===== src/rtl/cub_sqrt_sched_pkg.sv =====
`default_nettype none
// ============================================================================
// Module      : cub_sqrt_sched_pkg
// Description : Shared types and defaults for the cub_sqrt round-robin
//               scheduler. Holds the FSM state encoding and the default
//               operand width / watchdog depth used by cub_sqrt_sched.
// Revision    : 1.0 - initial release
// ============================================================================
package cub_sqrt_sched_pkg;

  // Scheduler FSM states; explicit 3-bit encoding.
  typedef enum logic [2:0] {
    ST_IDLE      = 3'd0,
    ST_ISSUE     = 3'd1,
    ST_WAIT_BUSY = 3'd2,
    ST_RUN       = 3'd3,
    ST_DONE      = 3'd4
  } state_e;

  // Defaults matching the cub_sqrt unit this scheduler fronts.
  localparam int DEF_NREQ    = 4;
  localparam int DEF_XW      = 8;
  localparam int DEF_TIMEOUT = 64;

  // Watchdog counter width: enough to hold TIMEOUT-1 with one bit of margin.
  function automatic int cnt_width(input int timeout);
    return $clog2(timeout) + 1;
  endfunction

endpackage : cub_sqrt_sched_pkg
`default_nettype wire


===== src/rtl/cub_sqrt_sched_rr_pick.sv =====
`default_nettype none
// ============================================================================
// Module      : rr_pick
// Description : Combinational round-robin priority picker. Searches the
//               request vector upward, circularly, starting one position
//               above the pointer, and returns the first set bit.
// Ports       : req_i  - request vector (NREQ)
//               ptr_i  - last-granted index (IDW)
//               gnt_o  - one-hot grant (NREQ)
//               id_o   - encoded grant index (IDW)
//               any_o  - at least one request present
// Revision    : 1.0 - initial release
// ============================================================================
module rr_pick #(
  parameter int NREQ = 4,
  parameter int IDW  = 2
) (
  input  logic [NREQ-1:0] req_i,
  input  logic [IDW-1:0]  ptr_i,
  output logic [NREQ-1:0] gnt_o,
  output logic [IDW-1:0]  id_o,
  output logic            any_o
);

  // One extra bit so ptr+k never wraps before the explicit modulo-NREQ step;
  // ptr < NREQ and k <= NREQ keep the sum below 2*NREQ.
  logic [IDW:0]   sum_w;
  logic [IDW-1:0] idx_w;

  always_comb begin
    id_o  = '0;
    any_o = 1'b0;
    sum_w = '0;
    idx_w = '0;
    // k = NREQ wraps back to the pointer itself, so the last holder is
    // served again only when nobody else is asking.
    for (int k = 1; k <= NREQ; k++) begin
      sum_w = {1'b0, ptr_i} + (IDW+1)'(k);
      if (sum_w >= (IDW+1)'(NREQ)) begin
        sum_w = sum_w - (IDW+1)'(NREQ);
      end
      idx_w = sum_w[IDW-1:0];
      if (!any_o && req_i[idx_w]) begin
        any_o = 1'b1;
        id_o  = idx_w;
      end
    end
  end

  assign gnt_o = any_o ? (NREQ'(1) << id_o) : '0;

endmodule : rr_pick
`default_nettype wire


===== src/rtl/cub_sqrt_sched.sv =====
`default_nettype none
// ============================================================================
// Module      : cub_sqrt_sched
// Description : Round-robin scheduler sharing one cub_sqrt unit between NREQ
//               requesters. Grants one request at a time, latches its
//               operand, pulses the unit's start, follows its busy, and
//               returns the result tagged with the requester id. A watchdog
//               aborts an operation the unit never completes.
// Ports       : clk_i      - clock, all state on the rising edge
//               rst_i      - asynchronous active-low reset
//               req_bi     - per-requester request levels
//               x_bi       - flattened operands, requester k at [k*XW +: XW]
//               ack_bo     - one-hot accept pulse (ISSUE cycle)
//               busy_o     - scheduler not idle
//               done_o     - result-valid pulse
//               err_o      - with done_o: the operation timed out
//               id_bo      - requester id of the current / last result
//               y_bo       - result
//               cs_start_o - start pulse to the unit
//               cs_x_bo    - operand to the unit
//               cs_busy_i  - unit busy
//               cs_y_bi    - unit result
// Revision    : 1.0 - initial release
// ============================================================================
module cub_sqrt_sched
  import cub_sqrt_sched_pkg::*;
#(
  parameter int NREQ    = DEF_NREQ,
  parameter int XW      = DEF_XW,
  parameter int IDW     = $clog2(NREQ),
  parameter int TIMEOUT = DEF_TIMEOUT
) (
  input  logic             clk_i,
  input  logic             rst_i,
  input  logic [NREQ-1:0]  req_bi,
  input  logic [NREQ*XW-1:0] x_bi,
  output logic [NREQ-1:0]  ack_bo,
  output logic             busy_o,
  output logic             done_o,
  output logic             err_o,
  output logic [IDW-1:0]   id_bo,
  output logic [XW-1:0]    y_bo,
  output logic             cs_start_o,
  output logic [XW-1:0]    cs_x_bo,
  input  logic             cs_busy_i,
  input  logic [XW-1:0]    cs_y_bi
);

  localparam int             CNTW     = cnt_width(TIMEOUT);
  localparam logic [CNTW-1:0] CNT_LAST = CNTW'(TIMEOUT - 1);
  localparam logic [IDW-1:0]  PTR_RST  = IDW'(NREQ - 1);

  // --------------------------------------------------------------------------
  // State and registered outputs
  // --------------------------------------------------------------------------
  state_e          state_q, state_d;
  logic [IDW-1:0]  ptr_q,   ptr_d;
  logic [CNTW-1:0] cnt_q,   cnt_d;
  logic [NREQ-1:0] ack_q,   ack_d;
  logic            busy_q,  busy_d;
  logic            done_q,  done_d;
  logic            err_q,   err_d;
  logic            start_q, start_d;
  logic [IDW-1:0]  id_q,    id_d;
  logic [XW-1:0]   y_q,     y_d;
  logic [XW-1:0]   x_q,     x_d;

  // --------------------------------------------------------------------------
  // Arbitration
  // --------------------------------------------------------------------------
  logic [NREQ-1:0] gnt_w;
  logic [IDW-1:0]  gid_w;
  logic            any_w;

  rr_pick #(
    .NREQ (NREQ),
    .IDW  (IDW)
  ) u_rr_pick (
    .req_i (req_bi),
    .ptr_i (ptr_q),
    .gnt_o (gnt_w),
    .id_o  (gid_w),
    .any_o (any_w)
  );

  // Unpack the flattened operand bus so the winner can be selected by id.
  logic [XW-1:0] x_vec_w [NREQ];

  for (genvar k = 0; k < NREQ; k++) begin : g_opnd
    assign x_vec_w[k] = x_bi[k*XW +: XW];
  end

  logic [XW-1:0] x_sel_w;
  assign x_sel_w = x_vec_w[gid_w];

  // Watchdog fires on the last permitted cycle of WAIT_BUSY/RUN and wins
  // over any busy transition seen in the same cycle.
  logic in_wait_w;
  logic timeout_w;
  assign in_wait_w = (state_q == ST_WAIT_BUSY) || (state_q == ST_RUN);
  assign timeout_w = in_wait_w && (cnt_q == CNT_LAST);

  // --------------------------------------------------------------------------
  // State register
  // --------------------------------------------------------------------------
  always_ff @(posedge clk_i or negedge rst_i) begin
    if (!rst_i) begin
      state_q <= ST_IDLE;
      ptr_q   <= PTR_RST;
      cnt_q   <= '0;
      ack_q   <= '0;
      busy_q  <= 1'b0;
      done_q  <= 1'b0;
      err_q   <= 1'b0;
      start_q <= 1'b0;
      id_q    <= '0;
      y_q     <= '0;
      x_q     <= '0;
    end else begin
      state_q <= state_d;
      ptr_q   <= ptr_d;
      cnt_q   <= cnt_d;
      ack_q   <= ack_d;
      busy_q  <= busy_d;
      done_q  <= done_d;
      err_q   <= err_d;
      start_q <= start_d;
      id_q    <= id_d;
      y_q     <= y_d;
      x_q     <= x_d;
    end
  end

  // --------------------------------------------------------------------------
  // Next-state logic
  // --------------------------------------------------------------------------
  always_comb begin
    state_d = state_q;
    unique case (state_q)
      ST_IDLE: begin
        if (any_w) state_d = ST_ISSUE;
      end
      ST_ISSUE: begin
        state_d = ST_WAIT_BUSY;
      end
      ST_WAIT_BUSY: begin
        if (timeout_w)      state_d = ST_DONE;
        else if (cs_busy_i) state_d = ST_RUN;
      end
      ST_RUN: begin
        if (timeout_w || !cs_busy_i) state_d = ST_DONE;
      end
      ST_DONE: begin
        state_d = ST_IDLE;
      end
      default: begin
        state_d = ST_IDLE;
      end
    endcase
  end

  // --------------------------------------------------------------------------
  // Output / datapath logic
  // --------------------------------------------------------------------------
  // Every visible output is computed from the state being entered, so the
  // registered copy lines up with that state's cycle.
  always_comb begin
    ptr_d   = ptr_q;
    cnt_d   = cnt_q;
    id_d    = id_q;
    y_d     = y_q;
    x_d     = x_q;
    ack_d   = '0;
    start_d = 1'b0;
    busy_d  = (state_d != ST_IDLE);
    done_d  = (state_d == ST_DONE);
    err_d   = (state_d == ST_DONE) && timeout_w;

    unique case (state_q)
      ST_IDLE: begin
        if (any_w) begin
          x_d     = x_sel_w;
          id_d    = gid_w;
          ptr_d   = gid_w;
          ack_d   = gnt_w;
          start_d = 1'b1;
        end
      end
      ST_ISSUE: begin
        cnt_d = '0;
      end
      ST_WAIT_BUSY, ST_RUN: begin
        if (timeout_w) begin
          y_d = '0;
        end else begin
          cnt_d = cnt_q + CNTW'(1);
          if (state_q == ST_RUN && !cs_busy_i) begin
            y_d = cs_y_bi;
          end
        end
      end
      default: begin
      end
    endcase
  end

  // --------------------------------------------------------------------------
  // Output assignments
  // --------------------------------------------------------------------------
  assign ack_bo     = ack_q;
  assign busy_o     = busy_q;
  assign done_o     = done_q;
  assign err_o      = err_q;
  assign id_bo      = id_q;
  assign y_bo       = y_q;
  assign cs_start_o = start_q;
  assign cs_x_bo    = x_q;

endmodule : cub_sqrt_sched
`default_nettype wire


===== config.mk =====
export PLATFORM = sky130hd
export DESIGN_NAME = cub_sqrt_sched
export DESIGN_NICKNAME = d
export VERILOG_FILES = /design/src/rtl/cub_sqrt_sched_pkg.sv /design/src/rtl/cub_sqrt_sched_rr_pick.sv /design/src/rtl/cub_sqrt_sched.sv
export SDC_FILE = /design/constraint.sdc
export NUM_CORES = 1
export LEC_CHECK = 0
export ABC_AREA = 1
export BUFFER_PORTS_ARGS = -buffer_cell sky130_fd_sc_hd__buf_2
export CELL_PAD_IN_SITES_DETAIL_PLACEMENT = 1
export CELL_PAD_IN_SITES_GLOBAL_PLACEMENT = 1
export CORE_ASPECT_RATIO = 0.9
export CORE_MARGIN = 10
export CORE_UTILIZATION = 34
export CTS_CLUSTER_DIAMETER = 60
export CTS_CLUSTER_SIZE = 16
export DETAILED_ROUTE_END_ITERATION = 8
export GPL_TIMING_DRIVEN = 0
export MAX_ROUTING_LAYER = met4
export PLACE_DENSITY = 0.74
export SYNTH_ARGS = -nofsm -noshare
export SYNTH_HDL_FRONTEND = slang
export SYNTH_SLANG_ARGS = --single-unit

===== constraint.sdc =====
create_clock -name clk_i -period 2 [get_ports clk_i]
set_input_delay 0.6 -clock clk_i [delete_from_list [all_inputs] [get_ports clk_i]]
set_output_delay 0.6 -clock clk_i [all_outputs]
set_load 0.01 [all_outputs]

==> results.toml, run 1 <==
[status]
status = "finished, violations left"
violations = "setup timing"

[routing]
dr.pass1.iters = 4
drt-total-wl_um = 7050
drtIter0Drc = 20
drt.antenna.violating_nets = 0
vias_per_cell = 4.74
drcViolationCount = 0
wl_per_cell_um = 15.6
vias = 2144

[sta]
rsz0062_at_grt = "true"
setup_tns_ns = -0.312
setup_viol = 9
fin_worst_skew_ns = 0.00459
post-route-period-util_pct = 104
fin_ws_ns = -0.0765
slew_headroom_pct = 40.7
worst_pin_slew_ns = 0.890
drv_slew = 0
fmax_mhz = 482
final.min_clock_period_ns = 2.08
holdWs_ns = 0.422
finalHoldViolCount = 0

[floorplanning]
die_y_um = 94.2
fp-row-count = 26
io-pin-count = 73
die_area_mm2 = 0.00964
chipWidth_um = 102
core_area_mm2 = 0.00579
start_util_pct = 35.9

[final_layout]
final_nets = 429
syn2layout_area_growth_pct = 44.7
drive_gt1_share_pct = 42.4
final_util_pct = 51.9
diodes = 0
fillCellCount = 757

[yosys]
yosysSeqAreaShare_pct = 45.9
synth-simple-area-share_pct = 35.9
synth_compound_area_share_pct = 6.32
netlist-cell-type-count = 26
yosys_warnings = 0
yosysTopAreaCell = "dfrtp_1"
synthAdderAreaFrac_pct = 0.602
synth.area.top_cells = "dfrtp_1, nand2_1, inv_1"
synthMuxAreaShare_pct = 0
synth_xor_xnor_area_share_pct = 0
syn_avg_cell_area_um2 = 7.19
syn_inst = 289
synth-seq-cells = 38
netlist_area_mm2 = 0.00208
synthesis.nets = 337
synth_top_area_share_pct = 43.3
synth_top_family_by_area = "simple AND/OR/NAND/NOR gates"

[critical_path]
start_kind = "flip-flop"
regToRegEndpoint = "cs_x_bo[3]$_DFFE_PN0P_"
regToRegStartpoint = "ptr_q[0]$_DFFE_PN1P_"
reg2reg_depth = 13
reg2reg_slack_ns = -0.08
arrival_ns = 2.25
crit_path_max_fanout = 10
crit_type = "flip-flop to flip-flop"
cp-end-kind = "flip-flop"
required_ns = 2.17

[hold_path]
hold_class = "input pin to async pin"

[power]
clkPwrFrac_pct = 13.4
p_per_area_mw_per_mm2 = 2030
ir_drop_mv = 0.778
leakage_uw = 0.00169
swShare_pct = 47.6
p_seq_share_pct = 21.3
internal_power_uw = 3200
p_comb_share_pct = 65.3
p_sw_uw = 2910

[clocking]
cts_tree = "done"
clk-insertion-delay-late_ns = 0.30
cts_htree_levels = 2
numClockSinks = 38
cts_buffers = 5
clockBufferDepth = 2
cts_root_buffer = "clkbuf_8"
clk_pin_slew_ns = 0.08

[global_routing]
grt_first_pass_wirelength_um = 11100
grt_use_total_pct = 14.9
grt_start_max_net_pins = 39
first_global_vias = 2333
grt-ovfl-total = 0
grt_antenna_before_repair = 0

[place]
gp_congestion = 0.800
place_ws_ns = -0.259
dp_hpwl_um = 5090
numPortBuffers = 72

[flow_run]
max-cap-violations = 0
per-stage QoR:
stage / cell area [µm²] / cells / power, µW
6_report: 3010 / 452 / 6110
5_1_grt: 3010 / 452 / 6700
4_1_cts: 2800 / 444 / 5480
3_5_place_dp: 2530 / 431 / 4220
3_3_place_gp: 2530 / 431 / 4110
2_1_floorplan: 2080 / 289 / 3300
area by class of cell:
type                    instances  area (µm²)  share of cell area, %
plain buffers                   4        45.0                   1.50
clock buffers                   6        82.6                   2.75
clock inverters                 2        60.1                   2.00
inverters                      56         218                   7.24
multi-input cells             192        1100                   36.7
flip-flops and latches         38         953                   31.7
well taps                      70        87.6                   2.91
repair buffers                 84         458                   15.2
flip-flops by register name, summed over array words and instances, names as in the netlist:
| register | count |
|---|---|
| ptr_q | 2 |
| ack_bo | 4 |
| cnt_q | 7 |
| y_bo | 8 |
| id_bo | 2 |
| busy_o | 1 |
| cs_start_o | 1 |
| done_o | 1 |
| state_q | 3 |
| err_o | 1 |
| cs_x_bo | 8 |
metal layers:
metal / track usage [%] / routed length, µm / part of all wire (%) / vias up
met5: - / 0 / 0 / -
met2: 23.8 / 3530 / 50 / 47
met1: 17.5 / 3130 / 44 / 1014
met3: 3.38 / 302 / 4.3 / 8
met4: 6.22 / 86 / 1.2 / 0
li1: - / - / - / 1075
kinds of logic after synthesis:
kind of cell             after synthesis
AO/OA/AOI/OAI                         22
adder cells (fa/ha/maj)                1
buffers and inverters                 60
flip-flops                            38
AND/OR/NAND/NOR                      168
Yosys cell counts, drive strengths merged:
cell	n
o21ai	3
buf	3
clkbuf	1
or2	10
or3	1
nor2	32
a21oi	9
a211oi	1
o311a	1
nand3	36
ha	1
a31oi	8
dfstp	2
nand2	87
nor3	2
inv	56
dfrtp	36
worst max path at each step:
stage	slack (ns)	depth (start not counted)	to	from
detailed placement	-0.26	11	cs_x_bo[2]$_DFFE_PN0P_	req_bi[3]
floorplan	0.13	13	cs_x_bo[2]$_DFFE_PN0P_	ptr_q[1]$_DFFE_PN1P_
finish	-0.08	13	cs_x_bo[3]$_DFFE_PN0P_	ptr_q[0]$_DFFE_PN1P_
global placement	-0.22	12	cs_x_bo[4]$_DFFE_PN0P_	req_bi[2]
CTS	-0.04	14	cs_x_bo[3]$_DFFE_PN0P_	ptr_q[0]$_DFFE_PN1P_
global route	-0.23	13	cs_x_bo[3]$_DFFE_PN0P_	ptr_q[0]$_DFFE_PN1P_
cells in the final DEF, fill, tap and decap left out:
cell type  Yosys  routed
dfstp_2        2       2
nand2_2        7      21
inv_1         52      47
nand3_4        0       1
nor2_4         1       6
nand2_8        0       2
a31oi_1        8       8
dfrtp_1       36      36
nand2_4        1       7
nor2_2         1       1
or2_2          7       5
ha_1           1       1
or3_1          1       1
inv_6          0       1
inv_4          0       1
buf_6          1       4
o21ai_0        3       2
or2_4          0       2
buf_2          2      72
nand2_1       79      58
clkbuf_8       0       6
nand3_1       35      30
a21oi_4        0       1
nor3_1         2       2
a21oi_1        8       5
nand3_2        1       5
nor2_1        30      25
clkbuf_4       0       1
a211oi_1       1       1
bufinv_16      0       2
buf_8          0       1
or2_0          3       3
o311a_1        1       1
buf_4          0      10
inv_2          4       7
o21ai_2        0       1
a21oi_2        1       3
power groups by stage:
| stage | Combinational [µW] | Clock (µW) | Sequential [µW] |
|---|---|---|---|
| after global placement | 2820 | 0 | 1300 |
| after global routing | 4480 | 871 | 1340 |
| after CTS | 3350 | 835 | 1290 |
| after detailed placement | 2910 | 0 | 1310 |
| final | 3990 | 820 | 1300 |
| after floorplan | 1900 | 0 | 1400 |
critical path, stage by stage, from the launching register on:
cell and delay [ns]:
dfstp_2 0.61, inv_6 0.06, nand2_2 0.09, nand2_1 0.08, nand2_1 0.09, nand2_2 0.07, nor2_4 0.15, nand3_4 0.12
nand2_8 0.12, nand2_8 0.06, buf_8 0.14, or2_0 0.21, nand3_1 0.07, nand3_1 0.08
what timing repair did:
| item | in CTS | in global routing |
|---|---|---|
| hold buffers | 0 | 0 |
| cloned | 0 | 2 |
| pin swaps | 4 | 13 |
| setup endpoints to repair | 25 | 27 |
| setup buffers | 5 | 6 |
| gates resized for setup | 27 | 45 |
Note: power is estimated with default switching activity, not from simulation.
==> run 2, diff against run 1 <==
--- a/config.mk
+++ b/config.mk
@@ -17,7 +17,7 @@
 export DETAILED_ROUTE_END_ITERATION = 8
 export GPL_TIMING_DRIVEN = 0
 export MAX_ROUTING_LAYER = met4
-export PLACE_DENSITY = 0.74
+export PLACE_DENSITY = 0.85
 export SYNTH_ARGS = -nofsm -noshare
 export SYNTH_HDL_FRONTEND = slang
 export SYNTH_SLANG_ARGS = --single-unit
==> constraint.sdc (replaced) <==
create_clock -name clk_i -period 2 [get_ports clk_i]
set_input_delay 0.6 -clock clk_i [delete_from_list [all_inputs] [get_ports clk_i]]
set_output_delay 0.6 -clock clk_i [all_outputs]
set_load 0.05 [all_outputs]
==> results.toml, run 2 (same netlist as run 1, synthesis figures left out) <==
[clocking]
ctsHoldBuffers = 0
cts_root_buffer = "clkbuf_8"
cts_tree = "done"
cts_htree_levels = 2
cts_buffers = 5
clk-insertion-delay-late_ns = 0.29
numClockSinks = 38
clockBufferDepth = 2
clk_pin_slew_ns = 0.08

[status]
status = "finished, violations left"
violations = "setup timing"

[place]
dp_cells = 431
numPortBuffers = 72
dp_hpwl_um = 4990
gp_congestion = 0.854

[critical_path]
cp-end-kind = "flip-flop"
regToRegStartpoint = "ptr_q[1]$_DFFE_PN1P_"
crit_type = "flip-flop to flip-flop"
crit_path_max_fanout = 7
setup.worst_path.end = "cs_x_bo[5]$_DFFE_PN0P_"
arrival_ns = 2.36
path_cells = "inv_4, nand2_1, nand2_2, nand2_2, nand2_2, inv_1, nand2_4, nor2_4, nand2_8, nand2_8, clkbuf_16, nand2_1, nand3_1, nand2_1, nand2_1, nand2_1"
crit_path_frequent_cell = "nand2_1"
regToRegEndpoint = "cs_x_bo[5]$_DFFE_PN0P_"
start_kind = "flip-flop"
critPathSlowestCell = "dfstp_2"
reg2reg_depth = 16
worstSetupStartpoint = "ptr_q[1]$_DFFE_PN1P_"
required_ns = 2.18
slowest_delay_ns = 0.61
reg2reg_slack_ns = -0.17

[floorplanning]
start_util_pct = 35.9
io-pin-count = 73
die_area_mm2 = 0.00964
fp-row-count = 26
core_area_mm2 = 0.00579
die_y_um = 94.2
chipWidth_um = 102

[sta]
rsz0062_at_grt = "true"
slew_headroom_pct = 42.2
fmax_mhz = 461
worst_pin_slew_ns = 0.868
holdWs_ns = 0.407
final.min_clock_period_ns = 2.17
setup_tns_ns = -1.32
setup_viol = 15
post-route-period-util_pct = 109
finalHoldViolCount = 0
fin_ws_ns = -0.171
drv_slew = 0
fin_worst_skew_ns = 0.00595

[final_layout]
layout_commonest_cell = "buf_2"
layout_common_cells = "buf_2, nand2_1, inv_1, dfrtp_1, nand3_1"
fin_cells = 458
final_nets = 435
syn2layout_area_growth_pct = 45.8
drive_gt1_share_pct = 41.8
diodes = 0

[routing]
drt.antenna.violating_nets = 0
wl_per_cell_um = 16.4
drcViolationCount = 0
vias_per_cell = 4.93
vias = 2260
dr.pass1.iters = 4
drt-total-wl_um = 7500
drtIter0Drc = 78

[global_routing]
grt_first_pass_wirelength_um = 11100
first_global_vias = 2416
grt_antenna_before_repair = 0
grt_use_total_pct = 14.7
grt-ovfl-total = 0
grt_start_max_net_pins = 39

[hold_path]
hold_class = "input pin to async pin"

[flow_run]
max-cap-violations = 0
run 2: area by class of cell:
| class | instances | area [µm²] |
|---|---|---|
| Fill cell | 749 | 2760 |
| Multi-Input combinational cell | 192 | 1090 |
| Sequential cell | 38 | 953 |
| Timing Repair Buffer | 90 | 520 |
| Inverter | 56 | 224 |
| Tap cell | 70 | 87.6 |
| Clock buffer | 5 | 68.8 |
| Clock inverter | 3 | 45.0 |
| Buffer | 4 | 38.8 |
run 2: what timing repair did:
action	4_1_cts	5_1_grt
gates cloned	0	3
setup buffers	4	12
gates resized for setup	32	34
pin swaps	3	3
endpoints found under the setup margin	25	28
run 2: metrics by stage:
step | instance area (µm²) | worst slack [ns] | utilization (%)
4_1_cts | 2760 | -0.0000928 | 47.7
3_5_place_dp | 2530 | -0.246 | 43.6
6_report | 3030 | -0.171 | 52.3
3_3_place_gp | 2530 | -0.196 | 43.6
5_1_grt | 3030 | -0.265 | 52.3
2_1_floorplan | 2080 | 0.134 | -
run 2: metal layers:
layer / vias up / wire [µm] / GRT usage (%)
met1: 1092 / 3110 / 16.8
met5: - / 0 / -
li1: 1090 / - / -
met3: 14 / 348 / 3.24
met4: 0 / 169 / 5.28
met2: 64 / 3860 / 24.7
run 2: critical path, delay by kind of cell (launching register included):
kind	cells	cell delay, ns
buffers and inverters	3	0.37
AND/OR/NAND/NOR	13	1.09
flip-flops	1	0.61
run 2: worst min path at each step:
stage	slack (ns)	endpoint	cells past startpoint
after floorplan	0.30	ack_bo[0]$_DFF_PN0_	0
after detailed placement	0.46	cnt_q[5]$_DFFE_PN0P_	1
after global routing	0.48	ack_bo[2]$_DFF_PN0_	1
after CTS	0.45	y_bo[2]$_DFFE_PN0P_	1
final	0.41	err_o$_DFF_PN0_	1
after global placement	0.45	cnt_q[5]$_DFFE_PN0P_	1
Power of run 2 is not shown: default switching activity piles up to over one toggle a cycle in this logic, so the estimate is an artifact.
==> run 3, diff against run 2 <==
--- a/config.mk
+++ b/config.mk
@@ -11,13 +11,13 @@
 export CELL_PAD_IN_SITES_GLOBAL_PLACEMENT = 1
 export CORE_ASPECT_RATIO = 0.9
 export CORE_MARGIN = 10
-export CORE_UTILIZATION = 34
+export CORE_UTILIZATION = 37
 export CTS_CLUSTER_DIAMETER = 60
 export CTS_CLUSTER_SIZE = 16
 export DETAILED_ROUTE_END_ITERATION = 8
 export GPL_TIMING_DRIVEN = 0
 export MAX_ROUTING_LAYER = met4
-export PLACE_DENSITY = 0.85
+export PLACE_DENSITY = 0.91
 export SYNTH_ARGS = -nofsm -noshare
 export SYNTH_HDL_FRONTEND = slang
 export SYNTH_SLANG_ARGS = --single-unit
==> constraint.sdc (replaced) <==
create_clock -name clk_i -period 2.75 [get_ports clk_i]
set_input_delay 0.825 -clock clk_i [delete_from_list [all_inputs] [get_ports clk_i]]
set_output_delay 0.825 -clock clk_i [all_outputs]
set_load 0.05 [all_outputs]
==> results.toml, run 3 (same netlist as run 1, synthesis figures left out) <==
[status]
status = "complete, no violations"

[routing]
drcViolationCount = 0
drt.antenna.violating_nets = 0
drtIter0Drc = 53
drt-total-wl_um = 6390
vias_per_cell = 4.69
vias = 2046
dr.pass1.iters = 6
wl_per_cell_um = 14.6

[global_routing]
grt_antenna_before_repair = 0
grt-ovfl-total = 0
grt_start_max_net_pins = 39
grt_first_pass_wirelength_um = 10900
first_global_vias = 2319
grt_use_total_pct = 14.7

[final_layout]
fin_cells = 436
fillCellCount = 734
drive_gt1_share_pct = 29.3
diodes = 0
layout_commonest_cell = "nand2_1"
syn2layout_area_growth_pct = 26.6
final_nets = 416
layout_common_cells = "nand2_1, buf_2, inv_1, dfrtp_1, nand3_1"

[floorplanning]
die_area_mm2 = 0.00902
fp-row-count = 25
io-pin-count = 73
start_util_pct = 38.9
chipWidth_um = 99
core_area_mm2 = 0.00535
die_y_um = 91.1

[clocking]
cts_htree_levels = 2
clk-insertion-delay-late_ns = 0.30
clockBufferDepth = 2
numClockSinks = 38
clk_pin_slew_ns = 0.08
cts_setup_buffers = 0
cts_buffers = 5
ctsHoldBuffers = 0
post_cts_resize_count = 0
cts_root_buffer = "clkbuf_8"
cts_tree = "done"

[sta]
setup_viol = 0
worst_pin_slew_ns = 0.835
fmax_mhz = 422
slew_headroom_pct = 44.3
final.min_clock_period_ns = 2.37
drv_slew = 0
finalHoldViolCount = 0
setup_tns_ns = 0
post-route-period-util_pct = 86.1
fin_worst_skew_ns = 0.00554
rsz0062_at_grt = "false"
holdWs_ns = 0.487

[critical_path]
arrival_ns = 2.60
crit_path_max_fanout = 9
crit_type = "flip-flop to flip-flop"
worstSetupStartpoint = "ptr_q[0]$_DFFE_PN1P_"
reg2reg_depth = 12
reg2reg_slack_ns = 0.38
start_kind = "flip-flop"
required_ns = 2.98
cp-end-kind = "flip-flop"
regToRegStartpoint = "ptr_q[0]$_DFFE_PN1P_"

[power]
ir_drop_mv = 0.612
p_per_area_mw_per_mm2 = 1520
leakage_uw = 0.00157

[place]
dp_cells = 428
numPortBuffers = 72
dp_hpwl_um = 5140
gp_congestion = 0.789

[hold_path]
hold_class = "flip-flop to flip-flop"
min_path_cells = 1
hp-start = "cnt_q[5]$_DFFE_PN0P_"

[flow_run]
max-cap-violations = 0
run 3: power by group:
group	leakage (µW)	internal, µW	switching, µW
Clock	0.0000579	267	204
Sequential	0.000478	811	141
Combinational	0.00103	723	1860
Total	0.00157	1800	2210
run 3: worst max-delay path, stage by stage, from the launching register on:
cell     delay, ns
dfstp_2       0.61
inv_2         0.12
nand2_2       0.11
nand2_1       0.08
nand2_1       0.09
nand2_2       0.07
nor2_4        0.13
nand2_1       0.07
nor2_2        0.12
a21oi_2       0.10
nor2_1        0.52
nand3_1       0.17
nand3_1       0.10
run 3: final timing paths:
path,endpoint
max,cs_x_bo[2]$_DFFE_PN0P_
min,cnt_q[5]$_DFFE_PN0P_
max reg2reg,cs_x_bo[2]$_DFFE_PN0P_
min reg2reg,cnt_q[5]$_DFFE_PN0P_
max in group asynchronous,cnt_q[5]$_DFFE_PN0P_
min in group asynchronous,busy_o$_DFF_PN0_
run 3: through the flow:
| stage | cell area [µm²] | worst slack [ns] | util (%) | power [µW] |
|---|---|---|---|---|
| after floorplan | 2080 | 0.694 | - | 2890 |
| after global placement | 2520 | 0.346 | 47.2 | 3450 |
| after detailed placement | 2520 | 0.202 | 47.2 | 3570 |
| after CTS | 2630 | 0.396 | 49.2 | 4060 |
| after global routing | 2630 | 0.154 | 49.2 | 4390 |
| final | 2630 | 0.383 | 49.2 | 4010 |
run 3: layout make-up:
type                    instances  area, µm²  share of cell area [%]
flip-flops and latches         38        953                    36.2
multi-input cells             191        890                    33.8
repair buffers                 72        360                    13.7
inverters                      56        210                    7.99
well taps                      67       83.8                    3.19
clock buffers                   5       68.8                    2.62
clock inverters                 3       40.0                    1.52
plain buffers                   4       25.0                   0.951
run 3: routing by layer:
metal	share of wire, %	track usage [%]	vias up
met5	0	-	-
met4	1.5	4.77	0
met3	4.2	3.71	9
met2	52	25.5	44
met1	43	15.8	953
li1	-	-	1040
